## src/rtl/m_mem_arbiter.sv

```systemverilog
`timescale 1ns/1ps
`default_nettype none
// ============================================================================
// Module  : m_mem_arbiter
// Brief   : Two-requester arbiter (A has priority) sharing one single-port
//           memory; read data returns one cycle after the grant.
// Option  : define ARB_STARVE_GUARD_EN to bound B's wait to STARVE_MAX cycles.
// Rev     : 1.0  initial release
// ============================================================================
module m_mem_arbiter #(
    parameter int AW         = 11,
    parameter int DW         = 32,
    parameter int STARVE_MAX = 4
) (
    input  logic          w_clk,
    input  logic          w_rst,
    input  logic          w_a_req,
    input  logic          w_a_we,
    input  logic [AW-1:0] w_a_addr,
    input  logic [DW-1:0] w_a_wdata,
    output logic          w_a_gnt,
    output logic          r_a_rvalid,
    output logic [DW-1:0] w_a_rdata,
    input  logic          w_b_req,
    input  logic          w_b_we,
    input  logic [AW-1:0] w_b_addr,
    input  logic [DW-1:0] w_b_wdata,
    output logic          w_b_gnt,
    output logic          r_b_rvalid,
    output logic [DW-1:0] w_b_rdata,
    output logic [AW-1:0] w_m_addr,
    output logic          w_m_we,
    output logic [DW-1:0] w_m_din,
    input  logic [DW-1:0] w_m_dout,
    output logic [15:0]   r_conflicts
);

    logic w_both;
    logic w_b_force;

    assign w_both = w_a_req & w_b_req;

`ifdef ARB_STARVE_GUARD_EN
    localparam logic [7:0] c_STARVE_MAX = 8'(STARVE_MAX);

    logic [7:0] r_starve;

    assign w_b_force = (r_starve == c_STARVE_MAX);

    // Counts consecutive cycles B has been kept waiting; saturates at the limit.
    always_ff @(posedge w_clk or posedge w_rst) begin
        if (w_rst) begin
            r_starve <= 8'd0;
        end else if (w_b_req & ~w_b_gnt) begin
            if (r_starve != c_STARVE_MAX) begin
                r_starve <= r_starve + 8'd1;
            end
        end else begin
            r_starve <= 8'd0;
        end
    end
`else
    assign w_b_force = 1'b0;
`endif

    always_comb begin
        w_a_gnt = 1'b0;
        w_b_gnt = 1'b0;
        if (w_both) begin
            w_b_gnt = w_b_force;
            w_a_gnt = ~w_b_force;
        end else begin
            w_a_gnt = w_a_req;
            w_b_gnt = w_b_req;
        end
    end

    // With no grant the A address still drives the port, giving a harmless read.
    assign w_m_addr  = w_b_gnt ? w_b_addr  : w_a_addr;
    assign w_m_din   = w_b_gnt ? w_b_wdata : w_a_wdata;
    assign w_m_we    = (w_a_gnt & w_a_we) | (w_b_gnt & w_b_we);

    assign w_a_rdata = w_m_dout;
    assign w_b_rdata = w_m_dout;

    always_ff @(posedge w_clk or posedge w_rst) begin
        if (w_rst) begin
            r_a_rvalid  <= 1'b0;
            r_b_rvalid  <= 1'b0;
            r_conflicts <= 16'd0;
        end else begin
            r_a_rvalid <= w_a_gnt & ~w_a_we;
            r_b_rvalid <= w_b_gnt & ~w_b_we;
            if (w_both && (r_conflicts != 16'hffff)) begin
                r_conflicts <= r_conflicts + 16'd1;
            end
        end
    end

endmodule
`default_nettype wire
```

## config.mk

```make
export PLATFORM = sky130hd
export DESIGN_NAME = m_mem_arbiter
export DESIGN_NICKNAME = d
export VERILOG_FILES = /design/src/rtl/m_mem_arbiter.sv
export SDC_FILE = /design/constraint.sdc
export NUM_CORES = 1
export LEC_CHECK = 0
export BUFFER_PORTS_ARGS = -buffer_cell sky130_fd_sc_hd__buf_2
export CORE_AREA = 10 10 90 92
export DETAILED_ROUTE_END_ITERATION = 8
export DIE_AREA = 0 0 100 102
export HOLD_SLACK_MARGIN = 0.02
export PLACE_DENSITY = 0.88
export SETUP_SLACK_MARGIN = 0.5
export SLEW_MARGIN = 20
export SYNTH_ARGS = -nofsm -noshare
export SYNTH_HDL_FRONTEND = slang
export SYNTH_SLANG_ARGS = --single-unit
```

## constraint.sdc

```tcl
create_clock -name w_clk -period 4 [get_ports w_clk]
set_clock_uncertainty 0.05 [all_clocks]
set_input_delay 0.8 -clock w_clk [delete_from_list [all_inputs] [get_ports w_clk]]
set_output_delay 0.8 -clock w_clk [all_outputs]
set_load 0.01 [all_outputs]
```

==> results.sh <==
export IMPL_status="complete, no violations"
export IMPL_grt_max_degree=47
export IMPL_synth_avg_cell_area_um2=9.76
export IMPL_htreeDepth=1
export IMPL_min_path_type="flip-flop to flip-flop"
export IMPL_top_layer="met5"
export IMPL_multiInputGateArea_um2=960
export IMPL_slew_violations=0
export IMPL_post_cts_setup_buffer_count=0
export IMPL_nets=413
export IMPL_first_iter_violations=29
export IMPL_synthDistinctLibCells=36
export IMPL_dp_cells=360
export IMPL_drv_cap=0
export IMPL_grt_pass1_vias=1896
export IMPL_die_area_mm2=0.0102
export IMPL_dr_total_vias=1718
export IMPL_syn_nets=322
export IMPL_cts_buffer_depth=2
export IMPL_final_common_cell="buf_2"
export IMPL_cts_resized=0
export IMPL_synth_top_area_share_pct=26.4
export IMPL_fmax_mhz=336
export IMPL_worstMarginPinSlew_ns=0.693
export IMPL_synth_edf_count=0
export IMPL_pin_count=252
export IMPL_holdWs_ns=0.474
export IMPL_cts_buffers=3
export IMPL_worstSetupStartpointType="input pin"
export IMPL_critPathKind="input pin to output pin"
export IMPL_wire_per_inst_um=21.4
export IMPL_cp_end_kind="output pin"
export IMPL_dp_hpwl_um=6990
export IMPL_powerDensity_mw_per_mm2=300
export IMPL_dr_wl_met3_um=1190
export IMPL_clkTransAtPathRegs_ns=0.07
export IMPL_drt_pass1_iterations=4
export IMPL_syn_to_final_growth_pct=22.6
export IMPL_tritoncts="done"
export IMPL_core_area_mm2=0.00628
export IMPL_yosys_warnings=0
export IMPL_netlist_top_cells_area="mux2_2, buf_4, dfrtp_1, xnor2_1, xor2_1"
export IMPL_ir_drop_v=0.000222
export IMPL_setup_viol=0
export IMPL_grt_overflow=0
export IMPL_groute_usage_overall_pct=13.8
export IMPL_layout_drive_gt1_share_pct=74.6
export IMPL_syn_area_mm2=0.00192
export IMPL_detail_route_antenna_nets=0
export IMPL_synth_flop_cell="dfrtp_1"
export IMPL_rsz0062_at_grt="no"
export IMPL_final_cell_count_no_fill=365
export IMPL_ff_latch_area_um2=450
export IMPL_yosysSeqAreaShare_pct=23.4
export IMPL_path_max_fanout=46
export IMPL_met2_length_um=3900
export IMPL_cp_arrival_ns=2.13
export IMPL_cts_root_buf="clkbuf_8"
export IMPL_worst_ep_required_time_ns=3.15
export IMPL_insertion_delay_ns=0.25
export IMPL_p_leak_nw=1.21
export IMPL_route_detailed_drc=0
export IMPL_row_count=29
export IMPL_routed_via_density=4.71
export IMPL_finalHoldViolCount=0
export IMPL_synthArstFlopShare_pct=100
export IMPL_cts_hold_buf=0
export IMPL_slew_headroom_pct=53.8
export IMPL_ys_seq_elements=18
export IMPL_layout_common_cells="buf_2, mux2_2, dfrtp_1"
export IMPL_initial_core_util_pct=30.6
export IMPL_final_area_mm2=0.00236
export IMPL_grt_pass1_wl_um=11300
export IMPL_fillers=629
export IMPL_syn_inst=197
export IMPL_wl_met1_um=2660
export IMPL_wirelength_um=7800
export IMPL_port_buffers=155
export IMPL_antenna_found_initial=1
export IMPL_dieHeight_um=102
export IMPL_timing_final_crit_share_pct=74.4
export IMPL_yosysTopAreaCell="mux2_2"
export IMPL_period_needed_ns=2.98
export IMPL_fp_dieW_um=100
export IMPL_routabilityCongestion=0.806
export IMPL_cts_sinks=18
export IMPL_dpl_cell_area_mm2=0.00230
export IMPL_fin_tns_setup_ns=0
==> final timing paths <==
| check | from | to | slack [ns] | cells past startpoint |
|---|---|---|---|---|
| min | r_conflicts[0] | r_conflicts[0] | 0.47 | 1 |
| min in group asynchronous | w_rst | r_conflicts[8] | 0.59 | 2 |
| min reg2reg | r_conflicts[0] | r_conflicts[0] | 0.47 | 1 |
| max reg2reg | r_conflicts[1] | r_conflicts[1] | 2.07 | 5 |
| max in group asynchronous | w_rst | r_a_rvalid | 2.87 | 2 |
| max | w_a_req | w_m_addr[10] | 1.02 | 5 |
==> per-stage QoR <==
stage               worst slack [ns]  utilization [%]  power (mW)
floorplan                       1.45                -       0.481
global placement                1.06             36.7       0.558
detailed placement              1.02             36.7       0.569
CTS                             1.02             37.5       0.719
global route                   0.962             37.5       0.746
finish                          1.02             37.6       0.707
==> worst max-delay path: stages <==
cell and delay, ns:
buf_2 0.14, nor2b_4 0.11, buf_4 0.45, mux2_2 0.44, buf_2 0.16
==> layer usage <==
metal / vias to the layer above / global-route usage (%)
li1: 806 / -
met1: 769 / 14.2
met2: 133 / 22.6
met3: 8 / 9.78
met4: 2 / 2.61
met5: - / 0
==> power breakdown <==
group          switching, mW  leakage, nW  internal [mW]
clock network         0.0591       0.0288         0.0874
logic                  0.142        0.948          0.148
registers             0.0551        0.235          0.216
==> cells in the mapped netlist, types with 2 or more instances <==
master and count:
inv_1 3, buf_2 5, buf_4 64, mux2_2 45, a41oi_1 2, nand4_1 3, o21ai_0 2, xnor2_1 6
xor2_1 3, nor2b_1 4, nand3_1 5, dfrtp_1 18, nand2_1 5, a31oi_1 2, nor2_1 5, nor4_1 3
nor3_1 3
==> layout make-up <==
| cell class | count | area share [%] |
|---|---|---|
| diodes | 1 | 0.106 |
| multi-input cells | 106 | 40.7 |
| clock buffers | 4 | 2.33 |
| flip-flops and latches | 18 | 19.1 |
| inverters | 3 | 0.477 |
| well taps | 77 | 4.08 |
| repair buffers | 156 | 33.2 |
==> registers in the layout, indices dropped and copies added (netlist names) <==
| name | flops |
|---|---|
| r_a_rvalid | 1 |
| r_conflicts | 16 |
| r_b_rvalid | 1 |
==> cells by family after synthesis <==
family	after synthesis	share of synthesized area, %
buffers and inverters	73	27.1
muxes	46	27.1
and+or+nand+nor	40	14.0
DFF	18	23.4
AOI/OAI and AO/OA	10	3.64
xor gates and xnor gates	9	4.10
adders and majority gates	1	0.651
Power figures use the tool's default switching activity.
